### config.mk
export PLATFORM = sky130hd
export DESIGN_NAME = rv32_writeback_unit
export DESIGN_NICKNAME = d
export VERILOG_FILES = /design/src/rtl/rv32_wb_pkg.sv /design/src/rtl/rv32_load_align.sv /design/src/rtl/rv32_writeback_unit.sv
export SDC_FILE = /design/constraint.sdc
export NUM_CORES = 1
export LEC_CHECK = 0
export ABC_AREA = 0
export CORE_UTILIZATION = 40
export CTS_BUF_LIST = sky130_fd_sc_hd__clkbuf_8
export DETAILED_ROUTE_END_ITERATION = 10
export PLACE_DENSITY = 0.72
export SETUP_SLACK_MARGIN = 0.02
export SYNTH_ARGS = -nofsm -noshare
export SYNTH_HDL_FRONTEND = slang
export SYNTH_HIERARCHICAL = 1
export SYNTH_SLANG_ARGS = --single-unit
### constraint.sdc
create_clock -name clk -period 5.8 [get_ports clk]
set_input_delay 1.16 -clock clk [delete_from_list [all_inputs] [get_ports clk]]
set_output_delay 1.16 -clock clk [all_outputs]
set_load 0.05 [all_outputs]
### src/rtl/rv32_wb_pkg.sv
// rv32_wb_pkg: shared types and load encodings for the RV32 writeback unit
package rv32_wb_pkg;
  typedef enum logic [1:0] {
    WB_ALU  = 2'd0,
    WB_LOAD = 2'd1,
    WB_PC4  = 2'd2,
    WB_NONE = 2'd3
  } wb_src_e;
  typedef enum logic {
    IDLE      = 1'b0,
    WAIT_LOAD = 1'b1
  } wb_state_e;
  localparam logic [2:0] F3_LB  = 3'b000;
  localparam logic [2:0] F3_LH  = 3'b001;
  localparam logic [2:0] F3_LW  = 3'b010;
  localparam logic [2:0] F3_LBU = 3'b100;
  localparam logic [2:0] F3_LHU = 3'b101;
endpackage

### src/rtl/rv32_load_align.sv
// rv32_load_align: extracts, aligns and extends load data from a raw memory word
module rv32_load_align
  import rv32_wb_pkg::*;
(
  input  logic [2:0]  funct3,
  input  logic [1:0]  addr_lo,
  input  logic [31:0] rdata,
  output logic [31:0] data,
  output logic        illegal
);
  logic [7:0]  b;
  logic [15:0] h;
  assign b = rdata[8*addr_lo +: 8];
  assign h = rdata[16*addr_lo[1] +: 16];
  // select the extension for the load type and flag bad alignment or encodings
  always_comb begin
    data = funct3 == F3_LB  ? {{24{b[7]}}, b} :
           funct3 == F3_LBU ? {24'd0, b} :
           funct3 == F3_LH  ? {{16{h[15]}}, h} :
           funct3 == F3_LHU ? {16'd0, h} :
           rdata;
    illegal = (funct3 == F3_LB || funct3 == F3_LBU) ? 1'b0 :
              (funct3 == F3_LH || funct3 == F3_LHU) ? addr_lo[0] :
              funct3 == F3_LW ? (addr_lo != 2'd0) :
              1'b1;
  end
endmodule

### src/rtl/rv32_writeback_unit.sv
// rv32_writeback_unit: selects the retiring result, waits for loads and drives the register-file write port
module rv32_writeback_unit
  import rv32_wb_pkg::*;
#(
  parameter int LOAD_TIMEOUT = 16,
  parameter int XLEN = 32
) (
  input  logic            clk,
  input  logic            rst,
  input  logic            wb_valid,
  output logic            wb_ready,
  input  logic [1:0]      wb_src,
  input  logic [4:0]      wb_rd,
  input  logic [XLEN-1:0] wb_alu_result,
  input  logic [XLEN-1:0] wb_pc_plus4,
  input  logic [2:0]      wb_funct3,
  input  logic [1:0]      wb_addr_lo,
  input  logic            dmem_rvalid,
  input  logic [XLEN-1:0] dmem_rdata,
  output logic            write_reg,
  output logic [4:0]      sel_d1,
  output logic [XLEN-1:0] reg_d1,
  output logic            load_err,
  output logic [63:0]     instret
);
  localparam int CW = $clog2(LOAD_TIMEOUT + 1);
  wb_state_e state;
  wb_src_e src;
  logic [CW-1:0] cnt;
  logic [4:0] ld_rd;
  logic [2:0] ld_f3;
  logic [1:0] ld_alo;
  logic [XLEN-1:0] ld_data;
  logic ld_ill;
  assign src = wb_src_e'(wb_src);
  assign wb_ready = state == IDLE;
  rv32_load_align u_align (
    .funct3 (ld_f3),
    .addr_lo(ld_alo),
    .rdata  (dmem_rdata),
    .data   (ld_data),
    .illegal(ld_ill)
  );
  // retire one instruction per cycle; loads park in WAIT_LOAD until data or timeout
  always_ff @(posedge clk or posedge rst) begin
    if (rst) begin
      state     <= IDLE;
      cnt       <= '0;
      ld_rd     <= '0;
      ld_f3     <= '0;
      ld_alo    <= '0;
      write_reg <= 1'b0;
      sel_d1    <= '0;
      reg_d1    <= '0;
      load_err  <= 1'b0;
      instret   <= '0;
    end else begin
      write_reg <= 1'b0;
      load_err  <= 1'b0;
      if (state == IDLE) begin
        if (wb_valid) begin
          if (src == WB_LOAD) begin
            ld_rd  <= wb_rd;
            ld_f3  <= wb_funct3;
            ld_alo <= wb_addr_lo;
            cnt    <= '0;
            state  <= WAIT_LOAD;
          end else begin
            instret <= instret + 64'd1;
            if (src != WB_NONE && wb_rd != 5'd0) begin
              write_reg <= 1'b1;
              sel_d1    <= wb_rd;
              reg_d1    <= src == WB_PC4 ? wb_pc_plus4 : wb_alu_result;
            end
          end
        end
      end else if (dmem_rvalid) begin
        state <= IDLE;
        if (ld_ill) begin
          load_err <= 1'b1;
        end else begin
          instret <= instret + 64'd1;
          if (ld_rd != 5'd0) begin
            write_reg <= 1'b1;
            sel_d1    <= ld_rd;
            reg_d1    <= ld_data;
          end
        end
      end else if (cnt == CW'(LOAD_TIMEOUT - 1)) begin
        load_err <= 1'b1;
        state    <= IDLE;
      end else begin
        cnt <= cnt + 1'b1;
      end
    end
  end
endmodule

==> summary.txt <==
Synthesis
  • Yosys warnings: 6
  • Synth top area share: 0.459
  • Post-synthesis sequential area ratio: 0.459
  • Ranking of synthesized cells by area: dfrtp_1, mux2i_1, nand2_1, xnor2_1, nor2_1
  • Fraction of registers with async set/reset: 1.00
  • Avg Inst Size Synth: 9.88 sq um
  • Yosys reg bits: 119
  • Number of synthesized flops with an enable pin: 0
  • Mapped Area: 6490 sq um
  • Synth Instances: around 660
  • Synth unique cells: 52
  • Ys flop type: dfrtp_1
  • Yosys top cell by area: dfrtp_1
  • Syn_nets: 772

GRT
  • Antenna violations before repair: 0
  • Largest net degree at the start of global routing: 76
  • Number of global-route vias before repair: 5146
  • First-pass GRT wire length: 28000 um
  • GRT Util Overall: 0.222
  • Total gr overflow: 0

Clocking
  • Setup repair bufs after CTS: 0
  • Clock-pin slew on the worst setup and hold paths: 70 ps
  • Num CTS Buffers: 17
  • Clock Path Buffers: 2
  • TritonCTS clock tree: built
  • # hold bufs at CTS: 0
  • Root buf cell: clkbuf_8
  • H-tree depth: 4
  • Sink Count: 119
  • Number of gates resized after cts: 0
  • Worst skew pair latency: 450 ps

Timing
  • Fin crit period: 3270 ps
  • Setup Total Neg Slack: 0 ps
  • Final setup margin: around 2500 ps
  • Tcrit/Tclk final: 0.564
  • Final hold vios: 0
  • Max-slew violations: 0
  • Max Clk Rate: 306 MHz
  • Worst-Margin Slew: between 1000 and 1500 ps
  • Setup violations, final: 0
  • Max Clock Skew: 17.4 ps
  • Max_slew headroom: 0.212
  • RSZ-0062 raised after global routing: false

Cells and area
  • Ratio of cells with drive above 1 in the final layout: 0.0908
  • Fill cells: 1428
  • Max reg flops: 64
  • Nets: 972
  • Top flop regs: instret: 64 flops, reg_d1: 32 flops
  • ANT cells: 0
  • Most common cell after layout, fill and taps aside: clkdlybuf4s50_1
  • Area taken by multi-input logic gates: 3290 sq um
  • Most frequent cells in the layout: clkdlybuf4s50_1, dfrtp_1, nand2_1
  • Sequential cell area: roughly 3000 sq um
  • Area growth syn-to-layout: 41.8%
  • Biggest register: instret
  • Post-route insts no fill: 1086

Detailed routing
  • DRC viols: 0
  • Via count: 5566
  • DR vias/cell: 5.13
  • WL/cell: approximately 17 um
  • Final wirelength: roughly 18000 um
  • DRT Pass-1 Iters: 4
  • Final ANT Viol Nets: 0
  • Initial DRC Count: roughly 270

Placement
  • Gp weighted congestion: just over 0.8
  • Dpl ws: approximately 2000 ps
  • Placed insts: 1054
  • I/O Buffers: 215
  • Detailed placement HPWL: 13300 um

Critical path
  • R2R Setup Slk: 2650 ps
  • Critical path type: input port to flop
  • CP arrival: 3530 ps
  • CP required: around 6100 ps
  • Crit-path max FO: 75
  • Crit path capture type: flop
  • Crit-path slowest cell: o32a_2
  • Worst reg2reg path endpoint: instret[61]
  • CP Cell Sequence: clkdlybuf4s50_1, or4_1, nor2_1, o32a_2, o21ai_0
  • R2r worst-path depth: 9
  • Reg2Reg Launch Point: ld_alo[1]
  • CP peak stage delay: 930 ps
  • Worst Path Buf+Inv: 1
  • Critical path's top delay family: compound AO/OA/AOI/OAI gates
  • Startpoint types: input port

Hold path
  • Hold path endpoint: instret[63]
  • Hold path depth: 1
  • HP Start: instret[63]
  • Worst hold path class: flop to flop

Flow run
  • Max-cap violations: 0

Floorplan
  • Initial Util: 0.409
  • I/O pin count: 216
  • Die area: about 17000 sq um
  • Row Count: 46
  • Die width: 129 um
  • Die height: 129 um
  • Area of the core: 15900 sq um

Pwr
  • Cell area power density: ~320 nW/um^2
  • Pleak: 4.06 nW
  • Peak supply drop: roughly 240 uV

Outcome
  • Status: finished clean
## metrics by stage
stage / cell area [sq um] / hold slack [ps] / util / total power, mW
finish: 9210 / 468 / 0.580 / 2.96
global route: 9210 / 492 / 0.580 / 3.10
CTS: 9210 / 471 / 0.580 / 2.98
detailed placement: 8770 / 461 / 0.552 / 2.12
global placement: 8770 / 458 / 0.552 / 2.11
floorplan: 6490 / 478 / - / 1.74
## worst max path at each step
stage               startpoint         end  slack (ps)  cells past startpoint
floorplan                  rst      cnt[0]        1480                      1
global placement      wb_rd[1]   reg_d1[5]        2070                      5
detailed placement    wb_rd[1]  reg_d1[20]        2030                      5
CTS                   wb_rd[1]  reg_d1[31]        2530                      5
global route          wb_rd[1]  reg_d1[31]        2310                      5
finish                wb_rd[1]   sel_d1[1]        2530                      5
## power breakdown
group	leakage, nW	switching (mW)	total [mW]	internal [mW]
clock network	0.221	0.365	0.854	0.488
logic	2.29	0.630	1.03	0.401
registers	1.55	0.126	1.07	0.947
total	4.06	1.12	2.96	1.84
## logic make-up (layout without fill, tap and decap cells)
kind of cell             Yosys count  in the layout  share of synthesized area
AND/OR/NAND/NOR                  252            252                      0.200
AO/OA/AOI/OAI                    107            107                     0.0995
XOR/XNOR                          65             65                     0.0877
multiplexers                      62             62                      0.112
buffers and inverters             49            262                     0.0360
adder cells (fa/ha/maj)            3              3                    0.00578
flip-flops                       119            119                      0.459
## Yosys cell counts, types with 3 or more instances
master and number:
clkbuf_1 19, a31oi_1 7, mux2_2 12, and3_1 7, and4_1 4, a32oi_1 8
nand4_1 21, buf_6 3, ha_1 3, nand3_1 18, dfrtp_1 119, nand2_1 88
buf_1 3, inv_1 10, a211o_1 16, buf_4 4, nor2b_1 4, and2_1 3
mux2i_1 42, xor2_1 28, a21oi_1 34, nand3b_1 3, nor2_1 66, mux4_2 7
buf_2 10, o21ai_0 39, nor3_1 8, and3_2 3, xnor2_1 37
## metal layers
metal / vias up / global-route usage / wire [um] / part of all wire
li1: 2702 / - / - / -
met1: 2695 / 0.297 / 8240 / 0.45
met2: 151 / 0.354 / 8740 / 0.48
met3: 18 / 0.0562 / 1130 / 0.061
met4: 0 / 0.0699 / 236 / 0.013
met5: - / 0 / 0 / 0
## layout make-up
type | instances | share of cell area
clock inverters | 13 | 0.0193
repair buffers | 220 | 0.238
flip-flops and latches | 119 | 0.324
multi-input cells | 489 | 0.357
well taps | 216 | 0.0294
clock buffers | 19 | 0.0284
inverters | 10 | 0.00435
## worst reg2reg max path, stage by stage (launching register included)
cell	delay [ps]
dfrtp_1	580
or3_1	440
a21oi_1	150
nor2_1	90
nand3b_1	200
o21ai_2	230
nand4b_2	240
nor2_1	690
nand4_1	230
xnor2_1	180
No activity file was read; power rests on OpenSTA's default activity.
